===== config.mk =====
export PLATFORM = sky130hd
export DESIGN_NAME = mac_seq_ctrl
export DESIGN_NICKNAME = d
export VERILOG_FILES = /design/src/rtl/mac_seq_ctrl.sv
export SDC_FILE = /design/constraint.sdc
export NUM_CORES = 1
export LEC_CHECK = 0
export CORE_AREA = 2 2 95 97
export CTS_BUF_LIST = sky130_fd_sc_hd__clkbuf_8
export CTS_CLUSTER_DIAMETER = 40
export DETAILED_ROUTE_END_ITERATION = 7
export DIE_AREA = 0 0 97 99
export GPL_TIMING_DRIVEN = 0
export RECOVER_POWER = 50
export SLEW_MARGIN = 15
export SYNTH_ARGS = -nofsm -noshare
export SYNTH_HDL_FRONTEND = slang
export SYNTH_SLANG_ARGS = --single-unit

===== constraint.sdc =====
create_clock -name clk -period 5.1 [get_ports clk]
set_input_delay 1.02 -clock clk [delete_from_list [all_inputs] [get_ports clk]]
set_output_delay 1.02 -clock clk [all_outputs]
set_load 0.1 [all_outputs]

===== src/rtl/mac_seq_ctrl.sv =====
// Sequencer for the signed 8-bit conv2d MAC: clears the accumulator, injects the
// bias, streams n_taps buffer pairs, then returns the quantized pixel over valid/ready.
module mac_seq_ctrl #(
  parameter int KMAX   = 9,
  parameter int ADDR_W = 8
) (
  input  logic              clk,
  input  logic              rstn,
  input  logic              start,
  input  logic [3:0]        n_taps,
  input  logic [ADDR_W-1:0] act_base,
  input  logic [ADDR_W-1:0] wgt_base,
  input  logic [7:0]        bias,
  output logic              busy,
  output logic              rd_en,
  output logic [ADDR_W-1:0] act_addr,
  output logic [ADDR_W-1:0] wgt_addr,
  input  logic [7:0]        act_rdata,
  input  logic [7:0]        wgt_rdata,
  output logic              mac_clr_n,
  output logic              mac_en,
  output logic              mac_only_add,
  output logic [7:0]        mac_a,
  output logic [7:0]        mac_b,
  input  logic [7:0]        mac_dout,
  output logic              res_valid,
  input  logic              res_ready,
  output logic [7:0]        res_data
);

  typedef enum logic [2:0] {IDLE, CLR, RUN, DRAIN, CAP, OUT} state_t;

  state_t            state, state_nx;
  logic [3:0]        cnt;
  logic [3:0]        n_q;
  logic [3:0]        last_idx;
  logic [ADDR_W-1:0] act_base_q;
  logic [ADDR_W-1:0] wgt_base_q;
  logic [7:0]        bias_q;
  logic              tap_v;
  logic              clr_n_q;

  // RUN always lasts at least one cycle so the bias still gets injected when n_taps=0.
  assign last_idx = (n_q == 4'd0) ? 4'd0 : n_q - 4'd1;

  // NOTE: sequential state uses non-blocking assignments so every register samples
  // pre-edge values regardless of process ordering.
  always_ff @(posedge clk) begin
    if (!rstn) state <= IDLE;
    else       state <= state_nx;
  end

  always_ff @(posedge clk) begin
    if (!rstn) begin
      cnt        <= '0;
      n_q        <= '0;
      act_base_q <= '0;
      wgt_base_q <= '0;
      bias_q     <= '0;
      tap_v      <= 1'b0;
      clr_n_q    <= 1'b0;
      res_data   <= '0;
    end else begin
      clr_n_q <= 1'b1;
      tap_v   <= rd_en;
      if (state == IDLE && start) begin
        cnt        <= '0;
        n_q        <= (n_taps > 4'(KMAX)) ? 4'(KMAX) : n_taps;
        act_base_q <= act_base;
        wgt_base_q <= wgt_base;
        bias_q     <= bias;
      end
      if (state == RUN) cnt <= cnt + 4'd1;
      if (state == CAP) res_data <= mac_dout;
    end
  end

  always_comb begin
    // NOTE: every output gets a default before the case so no path infers a latch.
    state_nx     = state;
    busy         = 1'b1;
    rd_en        = 1'b0;
    act_addr     = '0;
    wgt_addr     = '0;
    mac_clr_n    = clr_n_q;
    mac_en       = 1'b0;
    mac_only_add = 1'b0;
    mac_a        = '0;
    mac_b        = '0;
    res_valid    = 1'b0;

    case (state)
      IDLE: begin
        busy = 1'b0;
        if (start) state_nx = CLR;
      end
      CLR: begin
        mac_clr_n = 1'b0;
        state_nx  = RUN;
      end
      RUN: begin
        rd_en = (cnt < n_q);
        if (rd_en) begin
          act_addr = act_base_q + ADDR_W'(cnt);
          wgt_addr = wgt_base_q + ADDR_W'(cnt);
        end
        if (cnt == last_idx) state_nx = DRAIN;
      end
      DRAIN: state_nx = CAP;
      CAP:   state_nx = OUT;
      OUT: begin
        res_valid = 1'b1;
        if (res_ready) state_nx = IDLE;
      end
      default: state_nx = IDLE;
    endcase

    // Bias at RUN i=0; tap_v cannot be high then since rd_en has not yet fired.
    if (state == RUN && cnt == 4'd0) begin
      mac_en       = 1'b1;
      mac_only_add = 1'b1;
      mac_a        = bias_q;
    end else if (tap_v) begin
      mac_en = 1'b1;
      mac_a  = act_rdata;
      mac_b  = wgt_rdata;
    end
  end

endmodule


Word-level counts from Yosys, hierarchy flattened
Cells that the tools add are included.

storage, ports and cells
  bits in registers = 45
  input port bits = 56
  output and inout port bits = 46
  word-level logic and storage cells = 55

operators by class
  add/subtract/negate cells = 4
  order comparisons = 2
  eq/ne operators = 9
  muxes and demuxes = 24
  reduce and logical (&&, ||, !) cells = 7

operators with widths
  operator                                               number
  2-to-1 mux 8 bit                                       8
  one-hot mux 3 bit (6 select lines)                     1
  adder 8 x 4 -> 8 bit                                   2
  2-to-1 mux 4 bit                                       4
  2-to-1 mux 3 bit                                       3
  zero test 4 bit                                        2
  2-to-1 mux 1 bit                                       8
  equality test 3 x 2 -> 1 bit, second input constant    2
  equality test 3 bit, second input constant             2
  adder 4 x 1 -> 4 bit, second input constant            1
  equality test 4 bit                                    1
  greater-than comparator 4 bit, second input constant   1
  < comparator 4 bit                                     1
  inequality test 2 bit, second input constant           2
  subtractor 4 x 1 -> 4 bit, second input constant       1
  equality test 3 x 1 -> 1 bit, second input constant    1
  zero test 3 bit                                        1
  AND reduction 3 bit                                    1
  logical AND 1 bit                                      2
  inequality test 2 x 1 -> 1 bit, second input constant  1
  nonzero test 2 bit                                     1

Longest topological paths before layout
Gate-level depths: netlist of run 1.

  depth after elaboration = 5
  depth in mapped cells = 7
  gate-level depth less buffers = 7

Least setup slack after synthesis of run 1
No wires, ideal clock.

  kind = register to output
  start = reg cnt[1]
  end = out act_addr[5]
  arrival time = 3.154 ns
  data required time = 4.080 ns
  path slack = 0.926 ns
  stages on the path, launching flop included = 7
  buffers on the path = 1
  path through = dfxtp_1 -> ha_1 -> a21o_1 -> a21o_1 -> a211o_1 -> buf_1 -> a21oi_1

on the way
  cells in the longest elaborated chain, start to end = 3
  elaborated cells between the ends (all ways) = 4
  those cells by class = add/sub (1); order compare (1); mux (2)

ends and longest elaborated chain
  item                                                        line      text
  start, declared                                             34        logic [3:0] cnt;
  start signal, assigned                                      73        if (state == RUN) cnt <= cnt + 4'd1;
  adder 8 x 4 -> 8 bit or < comparator 4 bit (tied branches)  104, 102
  2-to-1 mux 8 bit (*)                                        103       if (rd_en) begin
  2-to-1 mux 8 bit (*)                                        92        case (state)
  end, declared                                               16        output logic [ADDR_W-1:0] act_addr,

Every way passes the cells marked *; elsewhere a longest branch is shown, timed or not.

Worst setup path in the final report of run 1
Same ends and word-level chain as after synthesis.

==> flow_summary_export.csv, run 1 <==
group,metric,value,unit
sta,rsz0062_at_grt,"false",
floorplanning,dieArea,0.00960,mm2
finish,drive_gt1_frac,0.0270,
routing,via_count,2596,
yosys,ys_seq_area_frac,0.358,
routing,route.detailed.drc,0,
worst_setup_path,crit_fanout,12,
power_and_ir_drop,p_int,0.000789,W
cts,clockRootBuffer,"clkbuf_8",
yosys,synthFlopType,"dfxtp_1",
sta,fin_crit,4660,ps
floorplanning,coreArea,0.00855,mm2
routing,vias_per_cell,4.70,
yosys,syn_area_per_cell,7.49,um2
floorplanning,dieWidth,97,um
cts,cts_tree,"built",
yosys,yosysTopAreaCell,"dfxtp_1",
floorplanning,start_util,0.294,
worst_setup_path,endpoint_kind,"primary output",
worst_setup_path,path_class,"reg -> out",
placed_design,dpl.hpwl,5330,um
grt,antenna_found_initial,0,
cts,clk_pin_slew,90,ps
yosys,syn_nets,407,
yosys,netlist_area,0.00252,mm2
grt,grtUsageMet1,0.185,
placed_design,io_buffers,101,
min_path,hold_path_startpoint,"bias_q[0]",
sta,fin_worst_skew,4.85,ps
power_and_ir_drop,sw_frac_of_total,0.475,
power_and_ir_drop,power_frac_seq,0.309,
routing,final_antenna_net_count,0,
floorplanning,rows,34,
grt,grtUsageMet2,0.248,
grt,grt_pass1_vias,2513,
yosys,async_flop_share,0,
power_and_ir_drop,clock_power_share,0.176,
yosys,synth_edf_count,0,
sta,setup_violations,0,
yosys,synthTopCellsByCount,"nand2_1, dfxtp_1, a21oi_1",
worst_setup_path,cp-start-kind,"register",
sta,finalCritPeriodShare,0.913,
grt,overflow,0,
finish,fill_cells,885,
power_and_ir_drop,power.switching,0.000713,W
grt,grtUsageMet3,0.0291,
worst_setup_path,critPathArrivalTime,3640,ps
status,outcome,"complete, no violations",
power_and_ir_drop,p_leak,1.50,nW
cts,cts_setup_buffers,0,
floorplanning,ioPinCount,102,
cts,cts.sinks,45,
cts,cts_max_level,2,
sta,tightest_slew,985,ps
worst_setup_path,required,4080,ps
cts,cts_buffers,5,
min_path,hold_path_class,"reg -> reg",
worst_setup_path,critPathLaunch,"cnt[1]",
yosys,ys_ff_latch,45,
sta,max_freq,0.215,GHz
power_and_ir_drop,p_total,0.00150,W
power_and_ir_drop,ir_drop,0.139,mV
yosys,yosysMostFrequentCell,"nand2_1",
finish,diodes,0,
yosys,synth_top_area_frac,0.358,
routing,first_pass_iters,4,
grt,grt_max_degree,14,
sta,slew_headroom,0.341,
sta,fin_setup_tns,0,ps
routing,drt_iter0_markers,114,
power_and_ir_drop,power_frac_comb,0.516,
yosys,ys_warn_count,0,
yosys,syn_inst,336,
routing,routedWlPerCell,12.7,um
grt,grt_pass1_wl,11600,um
sta,finalHoldViolCount,0,
cts,postCtsHoldBufs,0,
floorplanning,die_y,99,um
grt,top_usage_layer,"met2",
finish,areaGrowthSynthToFinish,49.6,%
grt,grt.total_usage,0.145,
power_and_ir_drop,power.density,399,mW/mm2
cts,clock_latency,300,ps
yosys,ys_top_cells_by_area,"dfxtp_1, nand2_1, a21oi_1",
sta,drv_slew,0,
cts,cts.repair.resized,0,
finish,fin_nets,515,
placed_design,place.gp.congestion,0.846,
routing,drt-total-wl,7000,um
yosys,yosysUniqueCellTypes,40,
cts,cts_buffer_depth,2,
job,drv_cap,0,
worst_setup_path,crit-reg2reg-launch,"cnt[1]",
## layer usage
layer  routed length (um)  up-vias
li1                     -     1337
met1                 3280     1175
met2                 3310       76
met3                  321        8
met4                   93        0
met5                    0        -
## kinds of logic after synthesis
logic type / Yosys count / synth area share
flip-flops: 45 / 0.358
AND/OR/NAND/NOR: 156 / 0.280
adder cells (fa/ha/maj): 15 / 0.0805
AO/OA/AOI/OAI: 67 / 0.157
multiplexers: 8 / 0.0318
XOR/XNOR: 12 / 0.0417
buffers and inverters: 33 / 0.0517
## cell type report
type | instances | area [um2] | share of cell area
flip-flops and latches | 45 | 901 | 0.239
inverters | 14 | 52.6 | 0.0140
multi-input cells | 258 | 1490 | 0.395
plain buffers | 19 | 75.1 | 0.0199
clock inverters | 2 | 35.0 | 0.00931
well taps | 108 | 135 | 0.0359
clock buffers | 5 | 68.8 | 0.0183
repair buffers | 101 | 1010 | 0.269
## power groups by stage
stage,combinational (W),clock (W),sequential (W)
3_5_place_dp,0.000780,0,0.000471
4_1_cts,0.000782,0.000272,0.000463
6_report,0.000775,0.000264,0.000464
3_3_place_gp,0.000772,0,0.000468
2_1_floorplan,0.000554,0,0.000487
5_1_grt,0.000838,0.000287,0.000473
## path summary, 6_finish.rpt
check	to	slack, ps	depth (start not counted)
max	act_addr[5]	440	7
min reg2reg	bias_q[0]	460	2
min	bias_q[0]	460	2
max reg2reg	tap_v	2880	6
## critical path, cell delays in order (launching register included)
cell and delay, ps:
dfxtp_1 630, ha_1 320, a21o_1 160, a21o_1 170, a211o_1 380, clkbuf_1 280, a21oi_1 220, clkdlybuf4s50_1 1160
## metrics by stage
step           area, um2  hold slack, ps  instances  setup slack, ps  utilization
2_1_floorplan       2520             437        336              926            -
3_3_place_gp        3660             445        545              802        0.428
3_5_place_dp        3660             447        545              768        0.428
4_1_cts             3770             460        552              416        0.441
5_1_grt             3760             484        552              205        0.440
6_report            3760             461        552              443        0.440
## placed cells by master, fill, tap and decap left out, drive strengths merged, types with 2 or more instances in the layout
cell type,count
clkdlybuf4s50,98
nand2,77
dfxtp,45
a21oi,40
nor2,27
clkbuf,21
nand3,16
inv,13
ha,13
xnor2,10
a21o,8
and3,8
mux2i,8
o21ai,7
and2,6
nor3,5
or3,4
buf,3
nand3b,3
dlygate4sd3,3
nor3b,3
nand2b,2
a211o,2
xor2,2
o21a,2
fa,2
clkinv,2
## registers in the layout, indices dropped and copies added, names as in the netlist
name and count:
state 3, res_data 8, n_q 4, cnt 4, wgt_base_q 8, clr_n_q 1
tap_v 1, bias_q 8, act_base_q 8
No activity file was read; power rests on OpenSTA's default activity.
==> run 2, diff against run 1 <==
--- a/config.mk
+++ b/config.mk
@@ -12,7 +12,6 @@
 export DIE_AREA = 0 0 97 99
 export GPL_TIMING_DRIVEN = 0
 export RECOVER_POWER = 50
-export SLEW_MARGIN = 15
 export SYNTH_ARGS = -nofsm -noshare
 export SYNTH_HDL_FRONTEND = slang
 export SYNTH_SLANG_ARGS = --single-unit
==> results of run 2 <==
The final DEF is identical to that of run 1; final timing and power are the same.
==> run 3, diff against run 2 <==
--- a/config.mk
+++ b/config.mk
@@ -10,7 +10,6 @@
 export CTS_CLUSTER_DIAMETER = 40
 export DETAILED_ROUTE_END_ITERATION = 7
 export DIE_AREA = 0 0 97 99
-export GPL_TIMING_DRIVEN = 0
 export RECOVER_POWER = 50
 export SYNTH_ARGS = -nofsm -noshare
 export SYNTH_HDL_FRONTEND = slang
==> run 3 against run 2 <==
Die area unchanged. Clock-buffer cell count unchanged. First-iteration DRC count down 32%. Critical path type unchanged. The run now ends with capacitance limit, slew limit left. Cell area down 2.6%. Power up 1.8%. Maximum frequency up 11%. Highest routed layer unchanged.
==> flow_summary_export.csv, run 3 (synthesis gave the netlist of run 1 again) <==
group,metric,value,unit
finish,fin_cells,536,
cts,clockRootBuffer,"clkbuf_8",
sta,slew_headroom,-0.0529,
grt,grt_max_degree,32,
grt,grt.total_usage,0.137,
placed_design,place_ws,1200,ps
worst_setup_path,crit_fanout,18,
cts,cts_max_level,2,
worst_setup_path,critPathArrivalTime,3170,ps
sta,finalCritPeriodShare,0.823,
routing,final_antenna_net_count,0,
worst_setup_path,path_class,"reg -> out",
worst_setup_path,required,4080,ps
finish,final_common_cell,"nand2_1",
floorplanning,ioPinCount,102,
placed_design,dpl.hpwl,4850,um
sta,max_freq,0.238,GHz
power_and_ir_drop,power.switching,0.000705,W
power_and_ir_drop,clock_power_share,0.209,
placed_design,dp_cells,528,
routing,vias_per_cell,4.65,
grt,overflow,0,
grt,antenna_found_initial,0,
floorplanning,start_util,0.294,
power_and_ir_drop,power_frac_seq,0.317,
finish,drive_gt1_frac,0.0864,
sta,fin_worst_skew,7.22,ps
grt,grt_pass1_wl,11100,um
routing,drt_iter0_markers,78,
routing,via_count,2490,
power_and_ir_drop,p_total,0.00153,W
sta,fin_crit,4190,ps
finish,final_cell_mix,"nand2_1, clkdlybuf4s50_1, dfxtp_1",
power_and_ir_drop,power.density,417,mW/mm2
status,violations,"capacitance limit, slew limit",
min_path,holdPathStages,2,
cts,cts.repair.resized,0,
power_and_ir_drop,p_leak,1.54,nW
floorplanning,dieWidth,97,um
floorplanning,rows,34,
floorplanning,coreArea,0.00855,mm2
min_path,hold_path_class,"reg -> reg",
cts,cts_buffers,5,
placed_design,placed_area,0.00354,mm2
cts,cts_buffer_depth,2,
power_and_ir_drop,p_int,0.000825,W
placed_design,place.gp.congestion,0.761,
power_and_ir_drop,power_frac_comb,0.474,
routing,routedWlPerCell,12.3,um
grt,grt_pass1_vias,2391,
sta,finalHoldViolCount,0,
finish,fin_nets,498,
cts,clk_pin_slew,90,ps
finish,diodes,0,
power_and_ir_drop,sw_frac_of_total,0.461,
sta,fin_setup_tns,0,ps
sta,drv_slew,30,
placed_design,io_buffers,101,
worst_setup_path,endpoint_kind,"primary output",
routing,first_pass_iters,5,
cts,cts_setup_buffers,0,
floorplanning,dieArea,0.00960,mm2
routing,drt-total-wl,6570,um
finish,fill_cells,885,
sta,rsz0062_at_grt,"false",
finish,fin_area,0.00367,mm2
cts,postCtsHoldBufs,0,
sta,tightest_slew,1580,ps
sta,fin_ws,905,ps
job,drv_cap,1,
floorplanning,die_y,99,um
status,outcome,"finished, violations left",
cts,cts.sinks,45,
cts,cts_tree,"built",
sta,setup_violations,0,
cts,clock_latency,300,ps
routing,route.detailed.drc,0,
worst_setup_path,cp-start-kind,"register",
worst_setup_path,worstRegToRegCells,4,
power_and_ir_drop,ir_drop,0.126,mV
finish,areaGrowthSynthToFinish,45.6,%
## run 3: cell types whose count changed in the layout (fill, tap and decap cells not counted), sizes merged
cell	previous run	this run
buf	3	27
clkdlybuf4s50	98	73
dlygate4sd3	3	2
bufinv	1	2
clkbuf	21	6
## run 3: worst max-delay path, cell delays in order, from the launching register on
cell and delay [ps]:
dfxtp_1 530, nor3b_2 450, nand3_1 530, and3_1 390, clkdlybuf4s50_1 960
## run 3: worst paths after layout
check / from / end / slack (ps)
worst min-delay path: act_base_q[3] / act_base_q[3] / 460
worst max-delay path: state[1] / mac_b[7] / 910
worst min register to register: act_base_q[3] / act_base_q[3] / 460
worst max register to register: state[1] / n_q[1] / 2680
## run 3: through the flow
stage	utilization	hold slack [ps]
floorplan	-	437
global placement	0.414	444
detailed placement	0.414	447
CTS	0.429	461
global route	0.429	481
finish	0.429	463
## run 3: cell type report
type                            instances  area (um2)  share of cell area
Multi-Input combinational cell        258        1490               0.405
Timing Repair Buffer                  103         957               0.261
Sequential cell                        45         901               0.246
Tap cell                              108         135              0.0369
Clock buffer                            5        68.8              0.0188
Clock inverter                          3        65.1              0.0177
Inverter                               14        52.6              0.0143
## run 3: power by group through the flow
| stage | clock, W | combinational [W] | sequential [W] |
|---|---|---|---|
| floorplan | 0 | 0.000554 | 0.000487 |
| global placement | 0 | 0.000723 | 0.000489 |
| detailed placement | 0 | 0.000731 | 0.000493 |
| CTS | 0.000328 | 0.000732 | 0.000485 |
| global route | 0.000346 | 0.000786 | 0.000498 |
| finish | 0.000320 | 0.000725 | 0.000484 |
## run 3: metal layers
| metal | global-route usage | vias to the layer above | part of all wire | wire [um] |
|---|---|---|---|---|
| met4 | 0.0271 | 0 | 0.0072 | 47 |
| met3 | 0.0355 | 4 | 0.056 | 367 |
| met5 | 0 | - | 0 | 0 |
| met2 | 0.233 | 70 | 0.46 | 3030 |
| li1 | - | 1311 | - | - |
| met1 | 0.176 | 1105 | 0.47 | 3120 |
